### config.mk
export PLATFORM = sky130hd
export DESIGN_NAME = hrm_io_bridge
export DESIGN_NICKNAME = d
export VERILOG_FILES = /design/src/rtl/hrm_io_pkg.sv /design/src/rtl/hrm_io_txreg.sv /design/src/rtl/hrm_io_bridge.sv
export SDC_FILE = /design/constraint.sdc
export NUM_CORES = 1
export LEC_CHECK = 0
export CAP_MARGIN = 40
export CORE_ASPECT_RATIO = 1.2
export CORE_MARGIN = 4
export CORE_UTILIZATION = 55
export CTS_CLUSTER_SIZE = 25
export DETAILED_ROUTE_END_ITERATION = 8
export DONT_BUFFER_PORTS = 1
export PLACE_DENSITY = 0.7
export SLEW_MARGIN = 10
export SYNTH_ARGS = -nofsm -noshare
export SYNTH_HDL_FRONTEND = slang
export SYNTH_SLANG_ARGS = --single-unit
### constraint.sdc
create_clock -name clk -period 2.1 [get_ports clk]
set_input_delay 0.21 -clock clk [delete_from_list [all_inputs] [get_ports clk]]
set_output_delay 0.21 -clock clk [all_outputs]
set_load 0.01 [all_outputs]
### src/rtl/hrm_io_pkg.sv
// hrm_io_pkg: shared definitions for the hrmcpu host byte-stream bridge.
//   - command bytes received from the host (CMD_*)
//   - reply bytes sent back to the host (RSP_*)
//   - bridge FSM state enum (dump states exist only with HRM_IO_BRIDGE_DUMP_EN)
package hrm_io_pkg;

  localparam logic [7:0] CMD_LOAD = 8'h4C;
  localparam logic [7:0] CMD_READ = 8'h52;
  localparam logic [7:0] CMD_STEP = 8'h53;
  localparam logic [7:0] CMD_DUMP = 8'h44;

  localparam logic [7:0] RSP_ACK  = 8'h06;
  localparam logic [7:0] RSP_MORE = 8'h01;
  localparam logic [7:0] RSP_END  = 8'h00;
  localparam logic [7:0] RSP_ERR  = 8'h3F;

  typedef enum logic [3:0] {
    IDLE    = 4'd0,
    LD_LEN  = 4'd1,
    LD_DATA = 4'd2,
    RD_CHK  = 4'd3,
    RD_TAG  = 4'd4,
    RD_DATA = 4'd5,
    RD_WAIT = 4'd6,
    STEP    = 4'd7,
    REPLY   = 4'd8
`ifdef HRM_IO_BRIDGE_DUMP_EN
    ,
    DMP_SEL  = 4'd9,
    DMP_WAIT = 4'd10,
    DMP_TAG  = 4'd11,
    DMP_DATA = 4'd12
`endif
  } state_t;

endpackage

### src/rtl/hrm_io_txreg.sv
// hrm_io_txreg: single-entry holding register for reply bytes.
// Ports:
//   clk, i_rst     clock, synchronous active-low reset (drops any pending byte)
//   load           write load_data into the register (only when free=1)
//   load_data      byte to send
//   tx_ready       host accepts the byte this cycle
//   tx_data        held byte, stable while tx_valid=1 and tx_ready=0
//   tx_valid       a byte is pending
//   free           a load this cycle is safe: empty, or the held byte leaves now
// Handshake: a byte transfers on a cycle where tx_valid & tx_ready. A load in
// the same cycle as an accept replaces the leaving byte, so back-to-back
// replies stream at one byte per cycle.
module hrm_io_txreg (
  input  logic       clk,
  input  logic       i_rst,
  input  logic       load,
  input  logic [7:0] load_data,
  input  logic       tx_ready,
  output logic [7:0] tx_data,
  output logic       tx_valid,
  output logic       free
);

  assign free = ~tx_valid | tx_ready;

  always_ff @(posedge clk) begin
    if (!i_rst) begin
      tx_valid <= 1'b0;
      tx_data  <= 8'h00;
    end else if (load) begin
      tx_valid <= 1'b1;
      tx_data  <= load_data;
    end else if (tx_ready) begin
      tx_valid <= 1'b0;
    end
  end

endmodule

### src/rtl/hrm_io_bridge.sv
// hrm_io_bridge: host command parser in front of the hrmcpu core.
// Commands (decoded in IDLE): 0x4C LOAD n bytes -> INBOX, reply 0x06;
// 0x52 READ drains OUTBOX as {0x01,byte}* then 0x00; 0x53 STEP pulses
// cpu_nxtInstr then replies 0x06; anything else replies 0x3F.
// Optional macro HRM_IO_BRIDGE_DUMP_EN adds 0x44 DUMP <sel>: scans FIFO
// positions 0..DMP_DEPTH-1 without popping, {0x01,byte}* then 0x00.
// Ports:
//   clk, i_rst                    clock, synchronous active-low reset
//   rx_data/rx_valid/rx_ready     host -> bridge byte stream
//   tx_data/tx_valid/tx_ready     bridge -> host reply stream
//   cpu_in_data/wr/full           INBOX push side
//   cpu_out_data/rd/empty         OUTBOX pop side
//   cpu_nxtInstr                  one-cycle step pulse
//   cpu_fifo_dmp_pos/sel/data/valid  FIFO dump port (tied 0 without the macro)
//   busy                          FSM not in IDLE
//   dbg_state                     current FSM state
// Streams follow valid/ready: a byte moves on a cycle with valid & ready;
// a producer holds valid and data stable until it is accepted.
module hrm_io_bridge
  import hrm_io_pkg::*;
#(
  parameter int DMP_DEPTH = 32
) (
  input  logic       clk,
  input  logic       i_rst,
  input  logic [7:0] rx_data,
  input  logic       rx_valid,
  output logic       rx_ready,
  output logic [7:0] tx_data,
  output logic       tx_valid,
  input  logic       tx_ready,
  output logic [7:0] cpu_in_data,
  output logic       cpu_in_wr,
  input  logic       cpu_in_full,
  input  logic [7:0] cpu_out_data,
  output logic       cpu_out_rd,
  input  logic       cpu_out_empty,
  output logic       cpu_nxtInstr,
  output logic [4:0] cpu_fifo_dmp_pos,
  output logic       cpu_fifo_sel,
  input  logic [7:0] cpu_fifo_dmp_data,
  input  logic       cpu_fifo_dmp_valid,
  output logic       busy,
  output logic [3:0] dbg_state
);

  state_t     state_q, state_d;
  logic [7:0] cnt_q, cnt_d;   // remaining LOAD payload bytes
  logic [7:0] rsp_q, rsp_d;   // final reply byte emitted from REPLY
  logic       rx_fire;
  logic       tx_load, tx_free;
  logic [7:0] tx_load_data;

`ifdef HRM_IO_BRIDGE_DUMP_EN
  localparam logic [4:0] DMP_LAST = 5'(DMP_DEPTH - 1);
  logic [4:0] pos_q, pos_d;
  logic       sel_q, sel_d;
  logic [7:0] dmp_q, dmp_d;
  assign cpu_fifo_dmp_pos = pos_q;
  assign cpu_fifo_sel     = sel_q;
`else
  localparam int unused_depth = DMP_DEPTH;
  logic unused_dmp;
  assign unused_dmp       = ^{cpu_fifo_dmp_data, cpu_fifo_dmp_valid};
  assign cpu_fifo_dmp_pos = 5'd0;
  assign cpu_fifo_sel     = 1'b0;
`endif

  assign rx_fire     = rx_valid & rx_ready;
  assign cpu_in_data = rx_data;
  assign dbg_state   = state_q;

  hrm_io_txreg u_txreg (
    .clk       (clk),
    .i_rst     (i_rst),
    .load      (tx_load),
    .load_data (tx_load_data),
    .tx_ready  (tx_ready),
    .tx_data   (tx_data),
    .tx_valid  (tx_valid),
    .free      (tx_free)
  );

  // State register
  always_ff @(posedge clk) begin
    if (!i_rst) begin
      state_q <= IDLE;
      cnt_q   <= 8'd0;
      rsp_q   <= 8'd0;
`ifdef HRM_IO_BRIDGE_DUMP_EN
      pos_q   <= 5'd0;
      sel_q   <= 1'b0;
      dmp_q   <= 8'd0;
`endif
    end else begin
      state_q <= state_d;
      cnt_q   <= cnt_d;
      rsp_q   <= rsp_d;
`ifdef HRM_IO_BRIDGE_DUMP_EN
      pos_q   <= pos_d;
      sel_q   <= sel_d;
      dmp_q   <= dmp_d;
`endif
    end
  end

  // Next-state logic. States that emit a byte only move on when the tx
  // register can take it, so nothing runs ahead of a pending reply.
  always_comb begin
    state_d = state_q;
    cnt_d   = cnt_q;
    rsp_d   = rsp_q;
`ifdef HRM_IO_BRIDGE_DUMP_EN
    pos_d   = pos_q;
    sel_d   = sel_q;
    dmp_d   = dmp_q;
`endif
    case (state_q)
      IDLE: begin
        if (rx_fire) begin
          case (rx_data)
            CMD_LOAD: state_d = LD_LEN;
            CMD_READ: state_d = RD_CHK;
            CMD_STEP: state_d = STEP;
`ifdef HRM_IO_BRIDGE_DUMP_EN
            CMD_DUMP: state_d = DMP_SEL;
`endif
            default: begin
              rsp_d   = RSP_ERR;
              state_d = REPLY;
            end
          endcase
        end
      end
      LD_LEN: begin
        if (rx_fire) begin
          if (rx_data == 8'd0) begin
            rsp_d   = RSP_ACK;
            state_d = REPLY;
          end else begin
            cnt_d   = rx_data;
            state_d = LD_DATA;
          end
        end
      end
      LD_DATA: begin
        if (cpu_in_wr) begin
          cnt_d = cnt_q - 8'd1;
          if (cnt_q == 8'd1) begin
            rsp_d   = RSP_ACK;
            state_d = REPLY;
          end
        end
      end
      RD_CHK: begin
        // Non-empty but tx busy: RD_TAG remembers the decision to emit 0x01.
        if (cpu_out_empty) begin
          if (tx_free) state_d = IDLE;
        end else begin
          state_d = tx_free ? RD_DATA : RD_TAG;
        end
      end
      RD_TAG:  if (tx_free) state_d = RD_DATA;
      RD_DATA: if (tx_free) state_d = RD_WAIT;
      RD_WAIT: state_d = RD_CHK;
      STEP: begin
        rsp_d   = RSP_ACK;
        state_d = REPLY;
      end
      REPLY: if (tx_free) state_d = IDLE;
`ifdef HRM_IO_BRIDGE_DUMP_EN
      DMP_SEL: begin
        if (rx_fire) begin
          sel_d   = rx_data[0];
          pos_d   = 5'd0;
          state_d = DMP_WAIT;
        end
      end
      DMP_WAIT: state_d = DMP_TAG;
      DMP_TAG: begin
        if (tx_free) begin
          if (cpu_fifo_dmp_valid) begin
            dmp_d   = cpu_fifo_dmp_data;
            state_d = DMP_DATA;
          end else begin
            state_d = IDLE;
          end
        end
      end
      DMP_DATA: begin
        if (tx_free) begin
          if (pos_q == DMP_LAST) begin
            rsp_d   = RSP_END;
            state_d = REPLY;
          end else begin
            pos_d   = pos_q + 5'd1;
            state_d = DMP_WAIT;
          end
        end
      end
`endif
      default: state_d = IDLE;
    endcase
  end

  // Output logic. Everything is held low while reset is asserted so the
  // outputs show reset values even before the first reset edge.
  always_comb begin
    rx_ready     = 1'b0;
    cpu_in_wr    = 1'b0;
    cpu_out_rd   = 1'b0;
    cpu_nxtInstr = 1'b0;
    tx_load      = 1'b0;
    tx_load_data = RSP_END;
    busy         = (state_q != IDLE);
    case (state_q)
      IDLE, LD_LEN: rx_ready = 1'b1;
      LD_DATA: begin
        rx_ready  = ~cpu_in_full;
        cpu_in_wr = rx_valid & ~cpu_in_full;
      end
      RD_CHK: begin
        tx_load      = tx_free;
        tx_load_data = cpu_out_empty ? RSP_END : RSP_MORE;
      end
      RD_TAG: begin
        tx_load      = tx_free;
        tx_load_data = RSP_MORE;
      end
      RD_DATA: begin
        // Capture and pop in the same cycle; the pop waits with the load.
        tx_load      = tx_free;
        tx_load_data = cpu_out_data;
        cpu_out_rd   = tx_free;
      end
      STEP: cpu_nxtInstr = 1'b1;
      REPLY: begin
        tx_load      = tx_free;
        tx_load_data = rsp_q;
      end
`ifdef HRM_IO_BRIDGE_DUMP_EN
      DMP_SEL: rx_ready = 1'b1;
      DMP_TAG: begin
        tx_load      = tx_free;
        tx_load_data = cpu_fifo_dmp_valid ? RSP_MORE : RSP_END;
      end
      DMP_DATA: begin
        tx_load      = tx_free;
        tx_load_data = dmp_q;
      end
`endif
      default: ;
    endcase
    if (!i_rst) begin
      rx_ready     = 1'b0;
      cpu_in_wr    = 1'b0;
      cpu_out_rd   = 1'b0;
      cpu_nxtInstr = 1'b0;
      tx_load      = 1'b0;
      busy         = 1'b0;
    end
  end

endmodule

# ---- Yosys cells after proc, flatten, opt, wreduce, memory -nomap -nowiden
# Cells that the tools add are included.
dict set report op_classes {
  add_sub_neg 1
  eq_ne 21
  n_mux 38
  n_bitwise 5
  n_reduce_logical 12
}
# operator count
set op_table {}
lappend op_table {{$mux W8} 9}
lappend op_table {{$pmux W8 S4} 2}
lappend op_table {{$mux W4} 9}
lappend op_table {{$pmux W4 S9} 1}
lappend op_table {{$eq A8 B7 Y1 const B} 3}
lappend op_table {{$ne A2 B2 Y1 const B} 9}
lappend op_table {{$eq A4 B3 Y1 const B} 4}
lappend op_table {{$pmux W8 S2} 1}
lappend op_table {{$mux W1} 14}
lappend op_table {{$pmux W4 S3} 1}
lappend op_table {{$eq A4 B2 Y1 const B} 2}
lappend op_table {{$eq A8 B1 Y1 const B} 1}
lappend op_table {{$logic_not A8 Y1} 1}
lappend op_table {{$reduce_bool A4 Y1} 2}
lappend op_table {{$sub A8 B1 Y8 const B} 1}
lappend op_table {{$reduce_and A7 Y1} 1}
lappend op_table {{$reduce_and A6 Y1} 1}
lappend op_table {{$eq A4 B1 Y1 const B} 1}
lappend op_table {{$eq A4 B4 Y1 const B} 1}
lappend op_table {{$logic_not A4 Y1} 1}
lappend op_table {{$reduce_and A4 Y1} 1}
lappend op_table {{$reduce_bool A2 Y1} 2}
lappend op_table {{$reduce_or A4 Y1} 1}
lappend op_table {{$reduce_or A3 Y1} 1}
lappend op_table {{other kinds (5)} 7}
dict set report totals {
  reg_bits 29
  output_inout_bits 32
  elab_cells 82
}

# ---- Logic depth before layout (Yosys ltp)
# Gate-level depths: netlist (run 1).
dict set report depth {
  ltp_word 7
  ltp_mapped 7
  ltp_nobuf 7
}

# ---- Cells and area by module
# A second synthesis (run 1) with hierarchy kept.
dict set report hier_totals {
  cells_unflattened 225
  area_unflattened_um2 1706.6
}
# mod n_inst cells_each area_per_inst_um2
set by_module_without_submodules {}
lappend by_module_without_submodules {hrm_io_bridge 1 196 1367.6}
lappend by_module_without_submodules {hrm_io_txreg 1 29 339.1}

# ---- Worst setup path before layout (run 1)
# OpenSTA, ideal clock, no wires.
dict set report synth_path {
  path_type {reg2out}
  from {register state_q[1] (netlist: dbg_state[1])}
  to {output cpu_in_wr}
  arrival_ps 1647
  setup_slack_ps 243
  path_stages_with_launch 6
  path_buffers 3
  path_cell_list {dfxtp_1 buf_2 or4b_1 buf_2 clkbuf_1 nor3_1}
}
dict set report synth_between {
  elab_chain_len 3
}
# element line
set synth_lines {}
lappend synth_lines {{start, declared} hrm_io_bridge.sv:47} ;# state_t state_q, state_d;
lappend synth_lines {{start signal, assigned} hrm_io_bridge.sv:96} ;# state_q <= state_d;
lappend synth_lines {{$eq A4 B2 Y1} hrm_io_bridge.sv:216} ;# case (state_q)
lappend synth_lines {{$mux W1} hrm_io_bridge.sv:216}
lappend synth_lines {{$mux W1} hrm_io_bridge.sv:254} ;# if (!i_rst) begin
lappend synth_lines {{end, declared} hrm_io_bridge.sv:33} ;# output logic cpu_in_wr,
# Every way passes these cells.

# ---- Final worst setup path (run 1)
dict set report layout_path {
  from {register state_q[3] (netlist: dbg_state[3])}
  to {output cpu_in_wr}
}
# The elaborated chain is that of the path after synthesis.

==> results.md, run 1 <==
* Status: finished clean
* Die area at 4020 µm²
* H-Tree Depth at 1
* Synth cell types at 56
* CP max-delay cell: or4b_4
* Clk_lat worst skew at 0.31 ns
* Seq/Total Area, Yosys at 27.3%
* Clock Power Share at 17.4%
* Final setup skew at 0.00217 ns
* CTS tree: built
* Worst Setup End Kind: output port
* # clock sinks at 23
* TritonCTS buffer count at 3
* Post-route insts no fill at 243
* Headroom to the max-slew limit at between 50 and 60%
* Crit path max fanout at 9
* #FFs+latches synth at 23
* Switching fraction of total power at a little under two fifths
* Fin crit period at 2.04 ns
* Fin. max-slew vios at 0
* Layout cells sized above 1 at between 20% and 30%
* Core ar. at 2860 µm²
* Gp weighted congestion at 0.903
* Drt wl/cell at 18.0 µm
* Crit Path Class: flop to output port
* VDD IR max at 0.423 mV
* Primary FF master, synth: dfxtp_1
* Routed via count at 1549
* Die H at 68.7 µm
* Cell count after placement at 237
* Reg power frac at 44.9%
* Top Ports at 63
* WP data arrival at 1.83 ns
* Hold crit path type: input port to flop
* Cell mode on critical path: buf_4
* Mapped Area at 1690 µm²
* Cell chain of the critical path: or4b_4, buf_4, nor3_1, buf_4
* Deepest clock path buffer count at 2
* Buffers on Ports at 0
* Routed Antenna Nets at 0
* NetSw at 0.458 mW
* Most frequent cells in the layout: 24 x nand2_1, 19 x dfxtp_1, 16 x nor2_1, 13 x buf_4, 11 x a21oi_1
* Achievable Freq at ~490 MHz
* Yosys warning count at 0
* Routed WL at 4.37 mm
* Crit share post-route at 97.0%
* Diode count at 0
* CTS clock-pin slew for the worst setup and hold paths at 0.13 ns
* All-layer global routing usage at 21.9%
* Final Hold Viols at 0
* Crit path largest cell delay at 0.58 ns
* Leak at 0.669 nW
* TritonRoute pass-1 iters at 4
* First-pass GRT wire length at 6.91 mm
* Final net count at 243
* Drc violations at 0
* Slew of the pin with the lowest slew margin at 0.645 ns
* Initial DRC count at between 90 and 100
* Syn Inst Count at 212
* Grt ovf at 0
* P per Cell Area at approximately 700 nW/µm²
* Synth async-reset ratio at 0%
* Mean post-synth cell area at 7.96 µm²
* Max Cap Viol at 0
* Post-CTS Setup Bufs at 0
* WP buf/inv at 2
* Fillers at 260
* Leading area contributor after synthesis: dfxtp_1
* Main area contributors after synthesis: dfxtp_1 27%, buf_4 6.2%, nand2_1 5.3%, o211a_1 4.2%, o21a_1 4.0%
* Cell Rows at 21
* Initial antenna violation count at 0
* Vias in the first global route at 1510
* Cell internal pwr at 0.762 mW
* DIE WIDTH at a little under 60 µm
* Via-per-instance ratio at 6.37
* Top cell type's share of synthesized area at 27.3%
* Setup_tns at 0 ns
* Synth-to-layout area growth at 4.08%
* Worst setup SP type: flop
* Largest net degree at the start of global routing at 31
* Post-synth EDFFs at 0
* Commonest non-fill, non-tap cell in the layout: nand2_1
* Initial Utilization at just under 60%
* HPWL Detailed at 3.20 mm
* Critical path required time at 1.89 ns
* Largest delay contributor family on the critical path: simple AND/OR/NAND/NOR gates
* Combinational share of power at 37.8%
* Root Buffer: clkbuf_4
* Setup violators final at 0
-- Yosys cell counts, drive strengths merged (2+ instances only) --
library cell  instances
a21boi                6
a21o                  2
a21oi                11
a22oi                 3
a31oi                 4
and3                  2
buf                  19
clkbuf                8
dfxtp                23
ha                    2
inv                   4
nand2                24
nand2b                8
nand3                 2
nand4                 3
nor2                 16
nor2b                 5
nor3                  8
nor3b                 3
nor4                  2
nor4b                 4
o211a                 7
o21a                  9
o21ai                13
or2                   2
or3b                  2
or4                   3
-- sequential cells by signal, indices dropped and copies added, names as in the netlist --
register and cells:
cnt_q 8, u_txreg.tx_data 8, dbg_state 4, rsp_q 2, u_txreg.tx_valid 1
-- cell families (layout without fill, tap and decap cells) --
kind of cell | Yosys count | in the layout | synth area share (%)
AOI/OAI and AO/OA | 63 | 63 | 27.2
xor gates and xnor gates | 2 | 2 | 1.04
adders and majority gates | 2 | 2 | 1.48
buffers and inverters | 31 | 23 | 11.3
DFF | 23 | 23 | 27.3
muxes | 1 | 1 | 0.593
other | 1 | 6 | 0.222
and+or+nand+nor | 89 | 89 | 30.9
-- through the flow --
stage                     setup slack (ns)  hold slack (ns)  cell area, µm²  util [%]  total power [mW]
after global routing              -0.00405         -0.00415            1760      61.3              1.29
after global placement               0.162            0.331            1670      58.4             0.965
final                               0.0639          0.00391            1760      61.3              1.22
after floorplan                      0.243            0.355            1710         -             0.898
after CTS                           0.0175          0.00321            1710      59.9              1.20
after detailed placement            0.0476            0.333            1670      58.4             0.983
-- repair_timing --
| action | CTS | global route |
|---|---|---|
| hold buffers | 1 | 1 |
| gates resized for setup | 2 | 9 |
| endpoints found under the hold margin | 1 | 2 |
| setup endpoints to repair | 1 | 7 |
-- final cells by class --
class,instances,area (µm²),share of cell area (%)
multi-input combinational,163,1080,61.7
sequential,23,470,26.8
timing repair buffer,15,118,6.70
tap,34,42.5,2.42
clock buffer,3,22.5,1.28
inverter,4,15.0,0.855
clock inverter,1,5.00,0.285
-- worst paths after layout --
check / slack, ns / cells after the start / endpoint / start
worst max-delay path: 0.06 / 4 / cpu_in_wr / dbg_state[3]$_SDFFE_PN0P_
worst min-delay path: 0.004 / 1 / u_txreg.tx_valid$_SDFFE_PN0P_ / i_rst
worst max register to register: 0.12 / 5 / cnt_q[0]$_SDFFE_PN0P_ / dbg_state[0]$_SDFFE_PN0P_
worst min register to register: 0.48 / 2 / rsp_q[4]$_SDFFE_PN0P_ / rsp_q[4]$_SDFFE_PN0P_
-- routing by layer --
metal  vias up  global-route usage (%)  wire length (µm)
li1        735                       -                 -
met1       723                    27.3              1820
met2        82                    38.0              2110
met3         9                    4.84               370
met4         0                    6.23                70
met5         -                       0                 0
-- power by group through the flow --
stage | Clock (mW) | Combinational [mW] | Sequential (mW)
after floorplan | 0 | 0.369 | 0.529
after global placement | 0 | 0.417 | 0.548
after detailed placement | 0 | 0.434 | 0.549
after CTS | 0.216 | 0.442 | 0.541
after global routing | 0.230 | 0.503 | 0.554
final | 0.212 | 0.460 | 0.547
Power figures use the tool's default switching activity.
==> run 2: changes to the inputs <==
--- a/config.mk
+++ b/config.mk
@@ -8,11 +8,12 @@
 export CAP_MARGIN = 40
 export CORE_ASPECT_RATIO = 1.2
 export CORE_MARGIN = 4
-export CORE_UTILIZATION = 55
+export CORE_UTILIZATION = 40
+export CTS_BUF_LIST = sky130_fd_sc_hd__clkbuf_8
 export CTS_CLUSTER_SIZE = 25
 export DETAILED_ROUTE_END_ITERATION = 8
 export DONT_BUFFER_PORTS = 1
-export PLACE_DENSITY = 0.7
+export PLACE_DENSITY = 0.54
 export SLEW_MARGIN = 10
 export SYNTH_ARGS = -nofsm -noshare
 export SYNTH_HDL_FRONTEND = slang
==> run 2 against run 1 <==
Compared with the run above: maximum frequency rose by 5.0%; critical path depth unchanged; first-iteration DRC count down 20%; die area grew 32%; utilization is 16 points lower; clock power grew 36%; wire length fell by 0.94%; sequential share of layout area shrank 1.3 points; via count shrank 3.6%; clock skew about the same; flip-flop and latch count is the same.
==> results.md, run 2 (same netlist as run 1, synthesis figures left out) <==
* Hold crit path type: input port to flop
* Max Cap Viol at 0 (unchanged)
* Routed WL at 4.33 mm (-0.94%)
* Worst setup SP type: flop
* CTS tree: built
* All-layer global routing usage at 18.0% (-3.9 points)
* Fin. max-slew vios at 0 (unchanged)
* Critical path required time at 1.89 ns (about the same)
* Diode count at 0 (unchanged)
* Largest net degree at the start of global routing at 31 (unchanged)
* Setup violators final at 0 (unchanged)
* Leak at 0.694 nW (+3.6%)
* H-Tree Depth at 1 (unchanged)
* Pre-CTS setup slack at 0.0342 ns (-0.0134 ns)
* Crit Path Class: flop to output port
* Die area at 5330 µm² (+32%)
* Hold_buf cts at 0 (-1)
* Core ar. at 4000 µm² (+40%)
* Fillers at 442 (+70%)
* Cell Rows at 25 (+19%)
* Final Hold Viols at 0 (unchanged)
* Drc violations at 0 (unchanged)
* Deepest clock path buffer count at 2 (unchanged)
* Top Ports at 63 (unchanged)
* CTS clock-pin slew for the worst setup and hold paths at 0.09 ns (-0.04 ns)
* Fin crit period at 1.94 ns (-0.0969 ns)
* Routed via count at 1493 (-3.6%)
* Die H at 79.2 µm (+15%)
* First-pass GRT wire length at 7.41 mm (+7.2%)
* Achievable Freq at 516 MHz (+5.0%)
* VDD IR max at 0.243 mV (-43%)
* # clock sinks at 23 (unchanged)
* Buffers on Ports at 0 (unchanged)
* HPWL Detailed at 3.40 mm (+6.4%)
* Initial antenna violation count at 0 (unchanged)
* P per Cell Area at 717 nW/µm² (+3.3%)
* Final net count at 246 (+1.2%)
* Grt ovf at 0 (unchanged)
* DIE WIDTH at 67.3 µm (+15%)
* Drt wl/cell at 16.3 µm (-9.5%)
* Via-per-instance ratio at 5.61 (-12%)
* Most frequent cells in the layout: 24 x nand2_1, 22 x dfxtp_1, 17 x buf_4, 16 x nor2_1, 11 x a21oi_1
* Layout cells sized above 1 at 21.2% (+0.65 points)
* Worst Setup End Kind: output port
* TritonRoute pass-1 iters at 4 (unchanged)
* Routed Antenna Nets at 0 (unchanged)
* Final worst slack at 0.161 ns (+0.0969 ns)
* Status: finished clean
* Clk_lat worst skew at 0.27 ns (-0.04 ns)
* Gp weighted congestion at 0.836 (-7.3%)
* Final setup skew at 0.00263 ns (+0.000454 ns)
* Root Buffer: clkbuf_8
* Crit share post-route at 92.3% (-4.6 points)
* Synth-to-layout area growth at 7.49%
* Initial DRC count at 78 (-20%)
* Initial Utilization at 42.2% (-17 points)
* Commonest non-fill, non-tap cell in the layout: nand2_1
* Vias in the first global route at 1583 (+4.8%)
* WP data arrival at 1.73 ns (-0.10 ns)
* Setup_tns at 0 ns (unchanged)
* RSZ-0062 raised after global routing: no
* Crit path max fanout at 10 (+1)
* TritonCTS buffer count at 3 (unchanged)
## run 2: worst max-delay path, cell delays in order (launching register included)
cell and delay, ns:
dfxtp_2 0.39, or4b_4 0.59, buf_4 0.19, nor3_2 0.15, buf_4 0.14
## run 2: area by class of cell
| class | instances | area, µm² | share of cell area [%] |
|---|---|---|---|
| clock buffer | 3 | 41.3 | 2.28 |
| clock inverter | 1 | 5.00 | 0.276 |
| inverter | 4 | 15.0 | 0.828 |
| multi-input combinational | 163 | 1080 | 59.3 |
| sequential | 23 | 462 | 25.4 |
| tap | 54 | 67.6 | 3.72 |
| timing repair buffer | 18 | 148 | 8.14 |
## run 2: final timing paths
path                                   from                   endpoint  slack (ns)  cells past startpoint
setup reg to reg  dbg_state[0]$_SDFFE_PN0P_      cnt_q[2]$_SDFFE_PN0P_        0.18                      6
hold reg to reg       rsp_q[4]$_SDFFE_PN0P_      rsp_q[4]$_SDFFE_PN0P_        0.46                      2
setup / recovery  dbg_state[3]$_SDFFE_PN0P_                  cpu_in_wr        0.16                      4
hold / removal                        i_rst  dbg_state[3]$_SDFFE_PN0P_        0.04                      2
## run 2: routing by layer
layer	share of wire, %	global-route usage, %
met4	2.8	8.11
met2	51	31.8
met5	0	0
met3	6.2	4.38
met1	40	19.8
## run 2: where the power goes
group          internal [mW]  leakage [nW]  total, mW  switching, mW
clock                  0.133        0.0255      0.289          0.156
sequential             0.480         0.187      0.534         0.0534
combinational          0.224         0.481      0.479          0.255
total                  0.838         0.694       1.30          0.464
## run 2: repair_timing
item                                    CTS  global route
gates cloned                              0             0
setup buffers                             0             2
endpoints found under the setup margin    1             7
gates resized for setup                   1             4
pin swaps                                 0             1
## run 2: stage by stage
step,power (mW),hold WS [ns],util [%],instances,area (µm²)
after floorplan,0.898,0.355,-,217,1710
after CTS,1.29,0.0419,44.2,264,1770
after detailed placement,1.00,0.337,42.9,260,1720
after global routing,1.40,0.0342,45.3,266,1810
after global placement,0.984,0.334,42.9,260,1720
final,1.30,0.0408,45.3,266,1810
==> run 3: changes to the inputs <==
--- a/config.mk
+++ b/config.mk
@@ -8,12 +8,12 @@
 export CAP_MARGIN = 40
 export CORE_ASPECT_RATIO = 1.2
 export CORE_MARGIN = 4
-export CORE_UTILIZATION = 40
+export CORE_UTILIZATION = 35
 export CTS_BUF_LIST = sky130_fd_sc_hd__clkbuf_8
 export CTS_CLUSTER_SIZE = 25
 export DETAILED_ROUTE_END_ITERATION = 8
 export DONT_BUFFER_PORTS = 1
-export PLACE_DENSITY = 0.54
+export PLACE_DENSITY = 0.49
 export SLEW_MARGIN = 10
 export SYNTH_ARGS = -nofsm -noshare
 export SYNTH_HDL_FRONTEND = slang
==> run 3 against run 2 <==
Compared with the run above: utilization is 6.2 points lower; hold slack better by 0.012 ns; sequential share of layout area up 0.088 points; wire length grew 3.5%; non-clock buffer count unchanged; maximum frequency is 3.9% lower; power fell by 0.94%; first-iteration DRC count shrank 56%; setup slack worse by 0.079 ns; count of clock-buffer cells in the layout is the same; die area increased by 13%; critical path depth stayed put; largest power group unchanged.
==> results.md, run 3 (same netlist as run 1, synthesis figures left out) <==
* Setup_tns at 0 ns (unchanged)
* Die area at 6000 µm² (+13%)
* Fin. max-slew vios at 0 (unchanged)
* Via-per-instance ratio at 5.64 (+0.56%)
* Initial DRC count at 34 (-56%)
* All-layer global routing usage at 15.1% (-2.9 points)
* Worst R2R Setup Slack at 0.15 ns (-0.03 ns)
* Most frequent cells in the layout: 24 x nand2_1, 22 x dfxtp_1, 18 x buf_4, 16 x nor2_1, 11 x a21oi_1
* Root Buffer: clkbuf_8
* Routed Antenna Nets at 0 (unchanged)
* Worst setup SP type: flop
* Drt wl/cell at 16.6 µm (+2.0%)
* Fillers at 477 (+7.9%)
* RSZ-0062 raised after global routing: no
* Final Hold Viols at 0 (unchanged)
* Worst Setup End Kind: output port
* Synth-to-layout area growth at 7.12%
* Clk_lat worst skew at 0.27 ns (about the same)
* Drc violations at 0 (unchanged)
* Hold crit path type: input port to flop
* Crit path max fanout at 13 (+3)
* CP max-delay cell: or4b_4
* CP Capture Point: cpu_in_wr
* R2R Path End: cnt_q[7]$_SDFFE_PN0P_
* CTS tree: built
* CTS clock-pin slew for the worst setup and hold paths at 0.09 ns (about the same)
* Initial antenna violation count at 0 (unchanged)
* TritonRoute pass-1 iters at 4 (unchanged)
* Largest net degree at the start of global routing at 31 (unchanged)
* Register area at 462 µm² (unchanged)
* DIE WIDTH at 71.4 µm (+6.1%)
* Crit share post-route at 96.1% (+3.8 points)
* # clock sinks at 23 (unchanged)
* Fin Hold WS at 0.0525 ns (+0.0117 ns)
* Routed via count at 1524 (+2.1%)
* HPWL Detailed at 3.36 mm (-1.0%)
* Cell chain of the critical path: or4b_4, buf_4, nor3_1, buf_4
* Die H at 84.1 µm (+6.2%)
* Max Cap Viol at 0 (unchanged)
* Critical path required time at 1.89 ns (about the same)
* Worst Setup SP: dbg_state[3]$_SDFFE_PN0P_
* Status: finished clean
* Routed WL at 4.48 mm (+3.5%)
* Buffers on Ports at 0 (unchanged)
* Cells on worst reg2reg path at 6 (unchanged)
* Gp weighted congestion at 0.837 (about the same)
* H-Tree Depth at 1 (unchanged)
* Diode count at 0 (unchanged)
* Worst R2R Start: cnt_q[0]$_SDFFE_PN0P_
* Multi-input combinational cell area at 1080 µm² (+0.12%)
* Fin crit period at 2.02 ns (+0.0789 ns)
* Grt ovf at 0 (unchanged)
* Cell mode on critical path: buf_4
* Final net count at 246 (unchanged)
* First-pass GRT wire length at 7.34 mm (-0.93%)
* Post-layout util at 39.1% (-6.2 points)
* P per Cell Area at 713 nW/µm² (-0.59%)
* Hold_buf cts at 0 (unchanged)
* Cell Rows at 27 (+8.0%)
* Post-CTS Setup Bufs at 0 (unchanged)
* Leak at 0.690 nW (-0.48%)
* VDD IR max at 0.273 mV (+13%)
* Initial Utilization at 36.5% (-5.7 points)
* Crit path largest cell delay at 0.59 ns (about the same)
* Top Ports at 63 (unchanged)
* Core ar. at 4630 µm² (+16%)
* WP data arrival at 1.81 ns (+0.08 ns)
* Achievable Freq at 496 MHz (-3.9%)
* Crit Path Class: flop to output port
* Commonest non-fill, non-tap cell in the layout: nand2_1
* Layout cells sized above 1 at 21.2% (unchanged)
* Final setup skew at 0.00868 ns (+0.00605 ns)
* Deepest clock path buffer count at 2 (unchanged)
* Vias in the first global route at 1525 (-3.7%)
* Setup violators final at 0 (unchanged)
* TritonCTS buffer count at 3 (unchanged)
## run 3: cell types whose count changed in the layout (fill, tap and decap cells not counted)
cell,before,now
buf_12,1,0
nor4b_1,2,1
nor3_2,2,1
nor4b_2,2,3
nor3_1,6,7
buf_4,17,18
## run 3: layer usage
metal / vias to the layer above / GRT usage [%] / wire, µm
met2: 52 / 24.7 / 2100
li1: 745 / - / -
met4: 0 / 5.47 / 85
met3: 10 / 3.49 / 289
met1: 717 / 18.9 / 2000
met5: - / 0 / 0
## run 3: metrics by stage
stage	power, mW	setup WS (ns)	instances	area, µm²
2_1_floorplan	0.898	0.243	217	1710
3_3_place_gp	0.992	0.116	266	1740
3_5_place_dp	1.00	-0.0231	266	1740
4_1_cts	1.30	0.0234	270	1800
5_1_grt	1.38	0.0101	270	1810
6_report	1.29	0.0819	270	1810
## run 3: how the worst min path moves through the flow
stage,cells past startpoint,slack [ns],to,startpoint
global placement,1,0.33,cnt_q[5]$_SDFFE_PN0P_,i_rst
global route,1,0.05,u_txreg.tx_data[5]$_SDFFE_PN0P_,i_rst
finish,1,0.05,u_txreg.tx_valid$_SDFFE_PN0P_,i_rst
CTS,2,0.04,dbg_state[3]$_SDFFE_PN0P_,i_rst
detailed placement,1,0.34,cnt_q[3]$_SDFFE_PN0P_,i_rst
floorplan,2,0.35,u_txreg.tx_data[6]$_SDFFE_PN0P_,cpu_out_data[6]
## run 3: worst max-delay path: cells and delay by family (launching register included)
family | cells | cell delay (ns)
buffers and inverters | 2 | 0.35
flip-flops | 1 | 0.41
AND/OR/NAND/NOR | 2 | 0.77
## run 3: where the power goes
part	total, mW	internal [mW]	switching [mW]
clock	0.284	0.133	0.152
combinational	0.474	0.215	0.259
sequential	0.531	0.480	0.0503
## run 3: area by class of cell
type,instances,share of cell area (%)
clock buffer,3,2.28
clock inverter,1,0.277
inverter,4,0.830
multi-input combinational,163,59.6
sequential,23,25.5
tap,58,4.01
timing repair buffer,18,7.47
## run 3: timing repair
item	CTS	global route
resized for setup	2	3
pin swaps	0	0
endpoints found under the setup margin	1	4
